### config.mk
export PLATFORM = sky130hd
export DESIGN_NAME = tx_arbiter
export DESIGN_NICKNAME = d
export VERILOG_FILES = /design/src/rtl/tx_arb_pkg.sv /design/src/rtl/tx_arbiter_rr_pick.sv /design/src/rtl/tx_arbiter.sv
export SDC_FILE = /design/constraint.sdc
export NUM_CORES = 1
export LEC_CHECK = 0
export ABC_AREA = 0
export CAP_MARGIN = 20
export CORE_ASPECT_RATIO = 1.1
export CORE_MARGIN = 2
export CORE_UTILIZATION = 48
export DETAILED_ROUTE_END_ITERATION = 7
export PLACE_DENSITY_LB_ADDON = 0.25
export REMOVE_ABC_BUFFERS = 1
export SETUP_SLACK_MARGIN = 0.02
export SYNTH_ARGS = -nofsm -noshare
export SYNTH_HDL_FRONTEND = slang
export SYNTH_SLANG_ARGS = --single-unit
### constraint.sdc
create_clock -name tclk -period 6.3 [get_ports tclk]
set_clock_uncertainty 0.1 [all_clocks]
set_input_delay 1.26 -clock tclk [delete_from_list [all_inputs] [get_ports tclk]]
set_output_delay 1.26 -clock tclk [all_outputs]
set_load 0.02 [all_outputs]
### src/rtl/tx_arb_pkg.sv
// tx_arb_pkg: shared types and helpers for the tx_arbiter slice.
// Holds the FSM state enum, the data word width and the rotation helper.
package tx_arb_pkg;

  localparam int DATA_W = 32;

  typedef enum logic [1:0] {
    IDLE     = 2'd0,
    OFFER    = 2'd1,
    WAIT_LOW = 2'd2
  } tx_state_e;

  function automatic int rr_idx(input int base, input int off,
                                input int n);
    return (base + off) % n;
  endfunction

endpackage

### src/rtl/tx_arbiter_rr_pick.sv
// rr_pick: combinational round-robin winner selection.
// Search begins one past last_grant and wraps at NUM_REQ.
module rr_pick
  import tx_arb_pkg::*;
#(
  parameter int NUM_REQ = 4,
  parameter int IDW     = 2
) (
  input  logic [NUM_REQ-1:0] req_valid,
  input  logic [IDW-1:0]     last_grant,
  output logic [NUM_REQ-1:0] grant,
  output logic [IDW-1:0]     grant_idx
);

  logic           found;
  logic [IDW-1:0] p;

  // first valid requester after last_grant wins
  always_comb begin
    grant     = '0;
    grant_idx = '0;
    found     = 1'b0;
    p         = '0;
    for (int k = 1; k <= NUM_REQ; k++) begin
      p = IDW'(rr_idx(int'(last_grant), k, NUM_REQ));
      if (!found && req_valid[p]) begin
        found     = 1'b1;
        grant[p]  = 1'b1;
        grant_idx = p;
      end
    end
  end

endmodule

### src/rtl/tx_arbiter.sv
// tx_arbiter: round-robin feeder for a tclk-side handshake transmitter.
// Define TX_ARB_TIMEOUT_EN to enable the OFFER watchdog.
module tx_arbiter
  import tx_arb_pkg::*;
#(
  parameter int NUM_REQ        = 4,
  parameter int TIMEOUT_CYCLES = 255
) (
  input  logic                       tclk,
  input  logic                       resetb_tclk,
  input  logic [NUM_REQ-1:0]         req_valid,
  input  logic [NUM_REQ*DATA_W-1:0]  req_data,
  output logic [NUM_REQ-1:0]         req_ack,
  input  logic                       t_rdy,
  output logic                       data_avail,
  output logic [DATA_W-1:0]          transmit_data,
  output logic [$clog2(NUM_REQ)-1:0] cur_id,
  output logic                       busy,
  output logic                       err_timeout
);

  localparam int IDW = $clog2(NUM_REQ);

  tx_state_e          state_q, state_d;
  logic               avail_q, avail_d;
  logic [DATA_W-1:0]  data_q, data_d;
  logic [NUM_REQ-1:0] ack_q, ack_d;
  logic [IDW-1:0]     id_q, id_d;
  logic [NUM_REQ-1:0] oh_q, oh_d;
  logic [IDW-1:0]     last_q, last_d;
  logic [NUM_REQ-1:0] pick_oh;
  logic [IDW-1:0]     pick_idx;

`ifdef TX_ARB_TIMEOUT_EN
  localparam int WDW = $clog2(TIMEOUT_CYCLES + 1);
  logic           err_q, err_d;
  logic [WDW-1:0] wd_q, wd_d;
`else
  logic unused_timeout_cfg;
  assign unused_timeout_cfg = ^TIMEOUT_CYCLES;
`endif

  rr_pick #(
    .NUM_REQ (NUM_REQ),
    .IDW     (IDW)
  ) u_pick (
    .req_valid  (req_valid),
    .last_grant (last_q),
    .grant      (pick_oh),
    .grant_idx  (pick_idx)
  );

  // next-state and output decode for the offer handshake
  always_comb begin
    state_d = state_q;
    avail_d = avail_q;
    data_d  = data_q;
    ack_d   = '0;
    id_d    = id_q;
    oh_d    = oh_q;
    last_d  = last_q;
`ifdef TX_ARB_TIMEOUT_EN
    err_d   = 1'b0;
    wd_d    = '0;
`endif
    unique case (state_q)
      IDLE: begin
        if (|req_valid) begin
          state_d = OFFER;
          avail_d = 1'b1;
          data_d  = req_data[DATA_W*pick_idx +: DATA_W];
          id_d    = pick_idx;
          oh_d    = pick_oh;
        end
      end
      OFFER: begin
        if (t_rdy) begin
          state_d = WAIT_LOW;
          avail_d = 1'b0;
          ack_d   = oh_q;
          last_d  = id_q;
`ifdef TX_ARB_TIMEOUT_EN
        end else if (wd_q == WDW'(TIMEOUT_CYCLES - 1)) begin
          state_d = IDLE;
          avail_d = 1'b0;
          err_d   = 1'b1;
          last_d  = id_q;
        end else begin
          wd_d    = wd_q + 1'b1;
`endif
        end
      end
      WAIT_LOW: begin
        if (!t_rdy) state_d = IDLE;
      end
      default: state_d = IDLE;
    endcase
  end

  // state and output registers, cleared asynchronously
  always_ff @(posedge tclk or negedge resetb_tclk) begin
    if (!resetb_tclk) begin
      state_q <= IDLE;
      avail_q <= 1'b0;
      data_q  <= '0;
      ack_q   <= '0;
      id_q    <= '0;
      oh_q    <= '0;
      last_q  <= IDW'(NUM_REQ - 1);
    end else begin
      state_q <= state_d;
      avail_q <= avail_d;
      data_q  <= data_d;
      ack_q   <= ack_d;
      id_q    <= id_d;
      oh_q    <= oh_d;
      last_q  <= last_d;
    end
  end

`ifdef TX_ARB_TIMEOUT_EN
  // watchdog counter and its error pulse
  always_ff @(posedge tclk or negedge resetb_tclk) begin
    if (!resetb_tclk) begin
      wd_q  <= '0;
      err_q <= 1'b0;
    end else begin
      wd_q  <= wd_d;
      err_q <= err_d;
    end
  end

  assign err_timeout = err_q;
`else
  assign err_timeout = 1'b0;
`endif

  assign data_avail    = avail_q;
  assign transmit_data = data_q;
  assign req_ack       = ack_q;
  assign cur_id        = id_q;
  assign busy          = (state_q != IDLE);

endmodule

* Yosys cells after proc, flatten, opt, wreduce, memory -nomap -nowiden *
Cells that the tools add are included.

storage, ports and cells
  bits in registers = 47
  input port bits = 135
  output and inout port bits = 41

cells by class
  add/subtract/negate cells = 4
  $lt $le $gt $ge = 8
  equality and inequality tests = 5
  shift-type cells = 1
  muxes and demuxes = 36
  bitwise gates (word level) = 3
  reductions and logical operators = 18

operators with widths
  operator             count
  $shiftx 128x8->32    1
  $mux 4               6
  $mux 2               7
  $mux 1               13
  $lt 2x3->1 const B   4
  $or 4x4->4           3
  $bmux 1 s2           4
  $demux 1 s2          4
  $ge 2x1->1 const B   4
  $logic_and 1x1->1    7
  $ne 2x2->1 const B   3
  $pmux 2 s3           1
  $reduce_and 3->1     2
  $add 2x1->2 const B  2
  $add 2x2->2 const B  2
  $reduce_and 2->1     2
  $reduce_bool 2->1    2
  $reduce_or 4->1      1
  $logic_not 1->1      3
  $eq 2x1->1 const B   1
  $eq 2x2->1 const B   1
  $logic_not 2->1      1
  $pmux 1 s2           1

* Depth between registers and ports, before layout *
  word-level depth = 14
  mapped depth = 15

* By module *
From an unflattened synthesis, not the netlist that was laid out.

second synthesis, totals
  cell total of the unflattened synthesis = 216
  area, all modules = 3183.1 µm²

modules (own cells, without submodules)
  module      instances  cells each  area an instance (µm²)  seq. area each (µm²)
  tx_arbiter  1          148         2637.5                  1178.6
  rr_pick     1          68          545.5                   0.0

* Worst setup path before layout *
Ideal clock, no wire load.

  path kind = reg2reg
  start = reg last_q[0]
  end = reg data_q[0] (netlist: transmit_data[0])
  setup time = 0.094 ns
  data arrival time = 3.402 ns
  required time = 6.106 ns
  path slack = 2.704 ns
  stages on the path, launching flop included = 15
  period minus slack after synthesis = 3.596 ns
  path through = dfstp_2 buf_6 inv_1 clkbuf_1 buf_2 ha_1 clkbuf_1 mux4_2 nor2_1 o21a_1 o21ai_1 and2_1 buf_2 buf_6 a221oi_2

on the way
  cells in the longest elaborated chain, start to end = 14

RTL lines
  element                       line                      source
  from (decl)                   tx_arbiter.sv:30          logic [IDW-1:0] last_q, last_d;
  from (signal assigned)        tx_arbiter.sv:109         last_q <= IDW'(NUM_REQ - 1);
  from (signal assigned)        tx_arbiter.sv:117         last_q <= last_d;
  $add 2x1->2                   tx_arb_pkg.sv:15          return (base + off) % n;
  $bmux 1 s2                    tx_arbiter_rr_pick.sv:26  if (!found && req_valid[p]) begin
  $mux 1 (not written as such)  tx_arbiter_rr_pick.sv:26
  $mux 1                        tx_arbiter_rr_pick.sv:26
  $logic_not 1->1               tx_arbiter_rr_pick.sv:26
  $logic_and 1x1->1             tx_arbiter_rr_pick.sv:26
  $mux 1                        tx_arbiter_rr_pick.sv:26
  $logic_not 1->1               tx_arbiter_rr_pick.sv:26
  $logic_and 1x1->1             tx_arbiter_rr_pick.sv:26
  $mux 1                        tx_arbiter_rr_pick.sv:26
  $logic_not 1->1               tx_arbiter_rr_pick.sv:26
  $logic_and 1x1->1             tx_arbiter_rr_pick.sv:26
  $mux 2 (*)                    tx_arbiter_rr_pick.sv:26
  $shiftx 128x8->32 (*)         tx_arbiter.sv:71          data_d = req_data[DATA_W*pick_idx +: DATA_W];
  to (signal assigned)          tx_arbiter.sv:113         data_q <= data_d;
  to (decl)                     tx_arbiter.sv:26          logic [DATA_W-1:0] data_q, data_d;

Mark *: on every way between the ends. The rest lies on a longest branch, timed or not. The select of a mux whose other input is x is not followed.
A chain may end at the register's enable or synchronous reset.

* Worst setup path in the final report *
  start = in req_valid[3]
  end = reg data_q[3] (netlist: transmit_data[3])

on the way
  cells in the longest elaborated chain, start to end = 13

RTL lines
  element                       line                      source
  from (decl)                   tx_arbiter.sv:11          input logic [NUM_REQ-1:0] req_valid,
  $bmux 1 s2                    tx_arbiter_rr_pick.sv:26
  $mux 1 (not written as such)  tx_arbiter_rr_pick.sv:26
  $mux 1                        tx_arbiter_rr_pick.sv:26
  $logic_not 1->1               tx_arbiter_rr_pick.sv:26
  $logic_and 1x1->1             tx_arbiter_rr_pick.sv:26
  $mux 1                        tx_arbiter_rr_pick.sv:26
  $logic_not 1->1               tx_arbiter_rr_pick.sv:26
  $logic_and 1x1->1             tx_arbiter_rr_pick.sv:26
  $mux 1                        tx_arbiter_rr_pick.sv:26
  $logic_not 1->1               tx_arbiter_rr_pick.sv:26
  $logic_and 1x1->1             tx_arbiter_rr_pick.sv:26
  $mux 2                        tx_arbiter_rr_pick.sv:26
  $shiftx 128x8->32             tx_arbiter.sv:71

Several ways; a longest one is shown, not always the timed one. The select of a mux whose other input is x is not followed.

==> out/qor.yml <==
status:
  status: "completed"
global_route:
  grt_first_pass_wirelength_um: 24300
  grt_max_degree: 64
  grt_antenna_before_repair: 0
  grt_pass1_vias: 5019
  gr-usage-all-layers_pct: 29.9
  grt-ovfl-total: 0
power:
  pwr-share-clk_pct: 7.2
  p_leak_nw: 2.54
  pwr-share-comb_pct: 75.0
  power.switching_w: 0.00176
  power_frac_seq_pct: 17.8
  ir_drop_mv: 0.311
  power.density_mw_per_mm2: 549
  switching_share_pct: 51.2
  finalPower_w: 0.00343
  p_int_w: 0.00167
timing:
  finalHoldViolations: 0
  min_period_over_period_pct: 70.1
  layout_min_cycle_time_ns: 4.41
  setup_viol_count_final: 0
  layout_setup_ws_ns: 1.89
  worst_pin_slew_ns: 1.09
  rsz0062_at_grt: "false"
  fmax_mhz: 227
  finalMaxSlewViolations: 0
  relSlewSlack_pct: 27.4
min_path:
  hold_path_class: "reg2reg"
critical_path:
  reg2reg_depth: 7
  crit_start: "req_valid[3]"
  cp-start-kind: "primary input"
  crit_family: "compound AO/OA/AOI/OAI gates"
  cp_data_arrival_time_ns: 4.57
  timing.reg2reg.setup_slack_ns: 2.01
  crit_end: "transmit_data[3]"
  crit_cells: 7
  crit_slowest_cell: "o31a_1"
  end_kind: "flop"
  critical_path_buf_inv_count: 2
  r2r_start: "last_q[0]"
  worstPathRequired_ns: 6.46
  crit_chain: "clkdlybuf4s50_1 -> or2_2 -> o31a_1 -> buf_4 -> nand3_1 -> o21ai_0 -> a211o_1"
  r2r-end: "transmit_data[6]"
  path_max_fanout: 21
  slowest_delay_ns: 0.75
  critPathKind: "in2reg"
clocking:
  cts_htree_levels: 2
  clock-sinks: 47
  cts_tree: "built"
  cts-root-buf: "clkbuf_8"
  numCtsBuffers: 5
  clkSlewWorstSetupHoldPaths_ns: 0.10
  hold_buffers: 0
  cts_setup_buffers: 0
  clk_path_buf_depth: 2
  clkLatencyLatePin_ns: 0.32
  ctsResizeCount: 0
yosys:
  synth_ff_type: "dfrtp_1"
  yosysTopAreaCell: "dfrtp_1"
  synth_common_cells: "nor3_1, dfrtp_1, nor2_1"
  synth.most_common_cell: "nor3_1"
  synth-edff-count: 0
  synth-async-reset-ratio_pct: 100
  ys_ff_latch: 47
  synth_top_cell_area_share_pct: 25.1
  synth_cells: 523
  synth.area.top_cells: "dfrtp_1, a221oi_2, nor3_1"
  ys_types: 46
  yosysSeqAreaShare_pct: 26.3
  syn_area_mm2: 0.00448
  ys_warn_count: 0
  postSynthAreaPerCell_um2: 8.57
placed_design:
  gp_congestion: 0.976
  dpl.cell_count: 768
  hpwl_um: 10200
  dp_slack_ns: 1.65
  io_buffers: 174
die:
  rows: 37
  coreArea_mm2: 0.00921
  dieArea_mm2: 0.0101
  ioPinCount: 176
  die_w_um: 96.2
  die_y_um: 105
  start_util_pct: 48.7
final_layout:
  n_antenna_cell: 0
  fillers: 770
  final_core_util_pct: 67.8
  instances_no_fill: 776
  nNetsFinal: 801
  area_growth_syn_to_layout_pct: 39.4
  final_layout_size_suffix_gt1_share_pct: 11.7
routing:
  vias_per_cell: 6.37
  drtIter0Drc: 429
  detail_route.wl_per_cell_um: 19.3
  drc: 0
  vias: 4944
  drtPass1Iterations: 5
  drtAntennaViolNets: 0
  wirelength_um: 15000
job:
  max-cap-violations: 0
through the flow:
step / setup TNS, ns / area [um2] / hold slack [ns]
6_report: 0 / 6250 / 0.391
5_1_grt: 0 / 6250 / 0.427
4_1_cts: 0 / 6250 / 0.395
3_5_place_dp: 0 / 6130 / 0.374
3_3_place_gp: 0 / 6130 / 0.369
2_1_floorplan: -1.37 / 4140 / 0.354
power groups by stage:
stage                     Combinational, W  Clock (W)  Sequential (W)
final                              0.00257   0.000246        0.000610
after global routing               0.00277   0.000265        0.000630
after CTS                          0.00256   0.000248        0.000608
after detailed placement           0.00255          0        0.000610
after global placement             0.00248          0        0.000607
after floorplan                    0.00156          0        0.000744
routing by layer:
| metal | wire [um] | GRT usage, % |
|---|---|---|
| met1 | 5920 | 39.3 |
| met2 | 7720 | 49.0 |
| met3 | 935 | 3.86 |
| met4 | 424 | 12.4 |
| met5 | 0 | 0 |
worst min path at each step:
stage,from,to,slack [ns],cells after the start
floorplan,oh_q[0],req_ack[0],0.35,1
global placement,oh_q[2],req_ack[2],0.37,1
detailed placement,oh_q[1],req_ack[1],0.37,1
CTS,oh_q[1],req_ack[1],0.40,1
global route,oh_q[1],req_ack[1],0.43,1
finish,oh_q[1],req_ack[1],0.39,1
cell usage in the layout (no fill, tap or decap), drive strengths merged, types with 21 or more instances in the layout:
master	n
mux2i	27
nor3	57
nand2	21
a221oi	44
clkdlybuf4s50	173
o31ai	21
o22ai	22
dfrtp	45
inv	37
a21oi	25
nor2	47
flip-flops by register name, indices dropped and copies added (netlist names):
signal         count
oh_q               4
state_q            2
cur_id             2
req_ack            4
transmit_data     32
data_avail         1
last_q             2
cell families (layout without fill, tap and decap cells):
family / after synthesis / after routing / synth area share, %
flip-flops: 47 / 47 / 26.3
AO/OA/AOI/OAI: 182 / 182 / 34.4
multiplexers: 37 / 37 / 9.54
adder cells (fa/ha/maj): 8 / 8 / 2.23
buffers and inverters: 91 / 227 / 10.6
other: 1 / 1 / 0.0836
AND/OR/NAND/NOR: 157 / 157 / 16.8
layout make-up:
cell class	instances	area, um2	share of cell area, %
timing repair buffer	183	1800	28.9
clock inverter	2	38.8	0.621
clock buffer	6	82.6	1.32
sequential	47	1180	18.9
multi-input combinational	385	2860	45.8
inverter	36	135	2.16
tap	117	146	2.34
No activity file was read; power rests on OpenSTA's default activity.
